**config.mk**
```make
export PLATFORM = sky130hd
export DESIGN_NAME = wb_cmd_master
export DESIGN_NICKNAME = d
export VERILOG_FILES = /design/src/rtl/wb_cmd_master.sv
export SDC_FILE = /design/constraint.sdc
export NUM_CORES = 1
export LEC_CHECK = 0
export BUFFER_PORTS_ARGS = -buffer_cell sky130_fd_sc_hd__buf_2
export CORE_UTILIZATION = 47
export DETAILED_ROUTE_END_ITERATION = 10
export PLACE_DENSITY = 0.81
export SLEW_MARGIN = 20
export SYNTH_ARGS = -nofsm -noshare
export SYNTH_HDL_FRONTEND = slang
export SYNTH_SLANG_ARGS = --single-unit
```
**constraint.sdc**
```tcl
create_clock -name clk_i -period 2.62 [get_ports clk_i]
set_clock_uncertainty 0.05 [all_clocks]
set_input_delay 0.262 -clock clk_i [delete_from_list [all_inputs] [get_ports clk_i]]
set_output_delay 0.262 -clock clk_i [all_outputs]
set_load 0.05 [all_outputs]
```
**src/rtl/wb_cmd_master.sv**
```systemverilog
// Wishbone pipelined-mode master: one bus cycle per accepted command,
// one response per command, with a timeout against silent slaves.
module wb_cmd_master #(
    parameter int ADDR_WIDTH = 32,
    parameter int DATA_WIDTH = 32,
    parameter int TIMEOUT    = 255
) (
    input  logic                    clk_i,
    input  logic                    rst_n_i,
    input  logic                    cmd_valid_i,
    output logic                    cmd_ready_o,
    input  logic                    cmd_we_i,
    input  logic [ADDR_WIDTH-1:0]   cmd_addr_i,
    input  logic [DATA_WIDTH/8-1:0] cmd_sel_i,
    input  logic [DATA_WIDTH-1:0]   cmd_data_i,
    output logic                    rsp_valid_o,
    output logic [DATA_WIDTH-1:0]   rsp_data_o,
    output logic [1:0]              rsp_status_o,
    output logic                    wb_cyc_o,
    output logic                    wb_stb_o,
    output logic                    wb_we_o,
    output logic [ADDR_WIDTH-1:0]   wb_adr_o,
    output logic [DATA_WIDTH/8-1:0] wb_sel_o,
    output logic [DATA_WIDTH-1:0]   wb_dat_o,
    input  logic [DATA_WIDTH-1:0]   wb_dat_i,
    input  logic                    wb_ack_i,
    input  logic                    wb_err_i,
    input  logic                    wb_rty_i,
    input  logic                    wb_stall_i
);

    typedef enum logic [1:0] {IDLE, STROBE, WAIT, RESP} state_t;

    localparam int CNT_W = (TIMEOUT > 1) ? $clog2(TIMEOUT + 1) : 1;
    localparam logic [CNT_W-1:0] CNT_LAST = CNT_W'((TIMEOUT > 0) ? TIMEOUT - 1 : 0);

    localparam logic [1:0] ST_OK  = 2'b00;
    localparam logic [1:0] ST_ERR = 2'b01;
    localparam logic [1:0] ST_RTY = 2'b10;
    localparam logic [1:0] ST_TMO = 2'b11;

    state_t           state;
    logic [CNT_W-1:0] cnt;

    logic                  active;
    logic                  done;
    logic                  tmo;
    logic [1:0]            nxt_status;
    logic [DATA_WIDTH-1:0] nxt_data;

    assign cmd_ready_o = (state == IDLE);

    // Completion decode: err beats rty beats ack, and any completion beats timeout.
    always_comb begin
        active     = (state == STROBE) || (state == WAIT);
        done       = wb_ack_i || wb_err_i || wb_rty_i;
        tmo        = (TIMEOUT != 0) && (cnt == CNT_LAST);
        nxt_status = ST_TMO;
        nxt_data   = '0;
        if (wb_err_i) begin
            nxt_status = ST_ERR;
        end else if (wb_rty_i) begin
            nxt_status = ST_RTY;
        end else if (wb_ack_i) begin
            nxt_status = ST_OK;
            nxt_data   = wb_we_o ? '0 : wb_dat_i;
        end
    end

    // Command FSM; all bus and response outputs are registered here.
    always_ff @(posedge clk_i or negedge rst_n_i) begin
        if (!rst_n_i) begin
            state        <= IDLE;
            cnt          <= '0;
            wb_cyc_o     <= 1'b0;
            wb_stb_o     <= 1'b0;
            wb_we_o      <= 1'b0;
            wb_adr_o     <= '0;
            wb_sel_o     <= '0;
            wb_dat_o     <= '0;
            rsp_valid_o  <= 1'b0;
            rsp_data_o   <= '0;
            rsp_status_o <= 2'b00;
        end else begin
            rsp_valid_o <= 1'b0;
            if (active) begin
                cnt <= cnt + 1'b1;
            end
            if (active && (done || tmo)) begin
                // Slaves drop stall with ack, so completion ends STROBE regardless of stall.
                wb_cyc_o     <= 1'b0;
                wb_stb_o     <= 1'b0;
                rsp_valid_o  <= 1'b1;
                rsp_data_o   <= nxt_data;
                rsp_status_o <= nxt_status;
                state        <= RESP;
            end else begin
                case (state)
                    IDLE: begin
                        if (cmd_valid_i) begin
                            wb_we_o  <= cmd_we_i;
                            wb_adr_o <= cmd_addr_i;
                            wb_sel_o <= cmd_sel_i;
                            wb_dat_o <= cmd_data_i;
                            wb_cyc_o <= 1'b1;
                            wb_stb_o <= 1'b1;
                            cnt      <= '0;
                            state    <= STROBE;
                        end
                    end
                    STROBE: begin
                        if (!wb_stall_i) begin
                            wb_stb_o <= 1'b0;
                            state    <= WAIT;
                        end
                    end
                    WAIT:    state <= WAIT;
                    default: state <= IDLE;
                endcase
            end
        end
    end

endmodule

```
==> impl_metrics.json <==
{
  "drt_first_pass_iters": 5,
  "crit_path_start_kind": "flip-flop",
  "grt_max_degree": 57,
  "slew_viol_final": 0,
  "synth-simple-area-share_pct": 5.49,
  "max_freq_mhz": 445,
  "hp-start": "cmd_valid_i",
  "power.leakage_uw": 0.00374,
  "globalplace.congestion": 0.805,
  "syn_inst": 362,
  "cp_max_fo": 35,
  "endpoint_kind": "flip-flop",
  "cts_setup_buffers": 0,
  "cts-root-buf": "clkbuf_8",
  "most-common-layout-cells": "buf_2 (213), dfrtp_1 (116), dlygate4sd3_1 (102), mux2_2 (48), nand2_1 (34)",
  "power_density_nw_per_um2": 1350,
  "ys_seq_elements": 116,
  "status": "completed",
  "pwr-share-seq_pct": 29.2,
  "clkTransAtPathRegs_ns": 0.05,
  "start_util_pct": 48.8,
  "synthXorXnorAreaFrac_pct": 0.728,
  "core_area_um2": 9860,
  "route.antenna.remaining_nets": 0,
  "hold_ws_ns": 0.0831,
  "tritoncts": "yes",
  "clock_power_share_pct": 21.9,
  "synth-adder-area-share_pct": 1.04,
  "cts_buffers": 17,
  "setup_violations": 0,
  "finalCriticalPeriod_ns": 2.25,
  "antenna_found_initial": 0,
  "routed_via_density": 5.13,
  "ctsHoldBuffers": 102,
  "setup_tns_ns": 0,
  "grt_pass1_vias": 4412,
  "worst_ep_arrival_time_ns": 2.54,
  "vias": 4243,
  "grtUsageTotal_pct": 26.5,
  "fp.dieW_um": 103,
  "worstSetupPathType": "reg2reg",
  "yosys_warnings": 0,
  "total_power_uw": 10300,
  "p_sw_share_pct": 46.8,
  "syn_to_final_growth_pct": 58.8,
  "ys_types": 31,
  "final_nets": 793,
  "hp-class": "in2reg",
  "post_cts_resized": 0,
  "cts_sinks": 116,
  "slew-limit-headroom_pct": 51.8,
  "drive_above_1_share_pct": 47.1,
  "syn_area_um2": 4810,
  "comb_power_share_pct": 48.9,
  "internal-power_uw": 5490,
  "ys_seq_area_share_pct": 60.3,
  "die_h_um": 103,
  "synth-compound-area-share_pct": 10.9,
  "rsz0062_at_grt": "false",
  "p_switching_uw": 4830,
  "routed_wl_mm": 14.1,
  "std_cell_rows": 36,
  "syn_nets": 474,
  "n_antenna_cell": 0,
  "avgSynthCellArea_um2": 13.3,
  "synth_top_family_by_area": "multiplexers",
  "ctsLongestPathBuffers": 2,
  "dp_hpwl_mm": 8.19,
  "wl_per_cell_um": 17.1,
  "htreeDepth": 4,
  "overflow": 0,
  "io_buffers": 214,
  "cp-startpoint": "state[0]",
  "period_share_pct": 85.8,
  "required_ns": 2.91,
  "insertion_delay_ns": 0.50,
  "vdd_drop_max_mv": 1.00,
  "initialDrtViolationCount": 176,
  "maxCapViolations": 0,
  "finalHoldViolations": 0,
  "final_common_cell": "buf_2",
  "tightest_slew_ns": 0.722,
  "grt_pass1_wl_mm": 21.2,
  "ios": 215,
  "drc": 0,
  "dieArea_um2": 10600,
  "synth.area.mux_share_pct": 18.1,
  "r2r-start": "state[0]"
}
per-stage QoR:
step / std cells / util (%) / worst slack [ns] / area [µm²]
floorplan: 362 / - / 0.454 / 4810
global placement: 693 / 61.2 / 0.485 / 6040
detailed placement: 693 / 61.2 / 0.411 / 6040
CTS: 827 / 77.5 / 0.397 / 7640
global route: 827 / 77.5 / 0.228 / 7640
finish: 827 / 77.5 / 0.373 / 7640
critical path, cell delays in order, from the launching register on:
cell	delay (ns)
dfrtp_1	0.36
inv_1	0.07
ha_1	0.43
nand4_2	0.16
buf_4	0.35
o21a_1	0.17
buf_4	0.31
o311ai_0	0.19
cell families (layout without fill, tap and decap cells):
logic type	count (synthesis)	count (layout)
flip-flops	116	116
AO/OA/AOI/OAI	81	81
multiplexers	70	70
AND/OR/NAND/NOR	55	55
buffers and inverters	32	364
adder cells (fa/ha/maj)	4	4
XOR/XNOR	4	4
final cells by class:
type	count	area (µm²)
Multi-Input combinational cell	214	1760
Sequential cell	116	2900
Fill cell	578	2220
Tap cell	133	166
Clock inverter	10	130
Inverter	7	26.3
Timing Repair Buffer	325	2200
Clock buffer	22	453
registers in the layout, indices dropped and copies added (netlist names):
signal / count
wb_sel_o: 4
wb_stb_o: 1
rsp_status_o: 2
wb_dat_o: 32
state: 2
rsp_data_o: 32
wb_cyc_o: 1
rsp_valid_o: 1
wb_adr_o: 32
cnt: 8
wb_we_o: 1
worst paths after layout:
kind                                   end  slack (ns)  cells past startpoint
max                               state[1]        0.37                      7
min                               wb_stb_o        0.08                      3
max reg2reg                       state[1]        0.37                      7
min reg2reg                rsp_status_o[0]        0.45                      1
max in group asynchronous    rsp_data_o[9]        1.47                      3
min in group asynchronous    rsp_data_o[0]        0.32                      2
power by group through the flow:
| stage | Combinational, µW | Clock, µW | Sequential, µW |
|---|---|---|---|
| finish | 5040 | 2260 | 3010 |
| global route | 5280 | 2380 | 3090 |
| CTS | 4990 | 2290 | 2960 |
| detailed placement | 4870 | 0 | 2970 |
| global placement | 4770 | 0 | 2930 |
| floorplan | 1400 | 0 | 5270 |
layer usage:
layer  GRT usage [%]  vias to the layer above  part of all wire, %
li1                -                     1923                    -
met4            10.9                        0                  2.1
met2            46.4                      203                   52
met3            6.99                       27                  6.7
met1            30.9                     2090                   39
met5               0                        -                    0
synthesized netlist by cell type:
library cell  instances  share of area [%]
a21oi_1               5               0.52
a221oi_1              1               0.18
and2_0                1               0.13
and2_1                1               0.13
buf_2                 6               0.62
buf_4                 1               0.16
buf_6                 4               0.94
clkbuf_1             14                1.1
dfrtp_1             116                 60
ha_1                  4                1.0
inv_1                 7               0.55
mux2_2               48                 11
mux2_4               22                6.9
nand2_1              34                2.7
nand3b_1              1               0.16
nand4_1               3               0.39
nand4_2               2               0.52
nor2_1                7               0.55
nor2b_1               2               0.26
nor4b_2               1               0.31
o211a_1               1               0.21
o211ai_1             33                5.1
o21a_1                2               0.31
o21ai_0              28                2.9
o21ai_1               8               0.83
o311ai_0              1               0.18
o31ai_4               1               0.44
o32a_1                1               0.21
or3_1                 3               0.39
xnor2_1               1               0.18
xor2_1                3               0.55
Note: power is estimated with default switching activity, not from simulation.
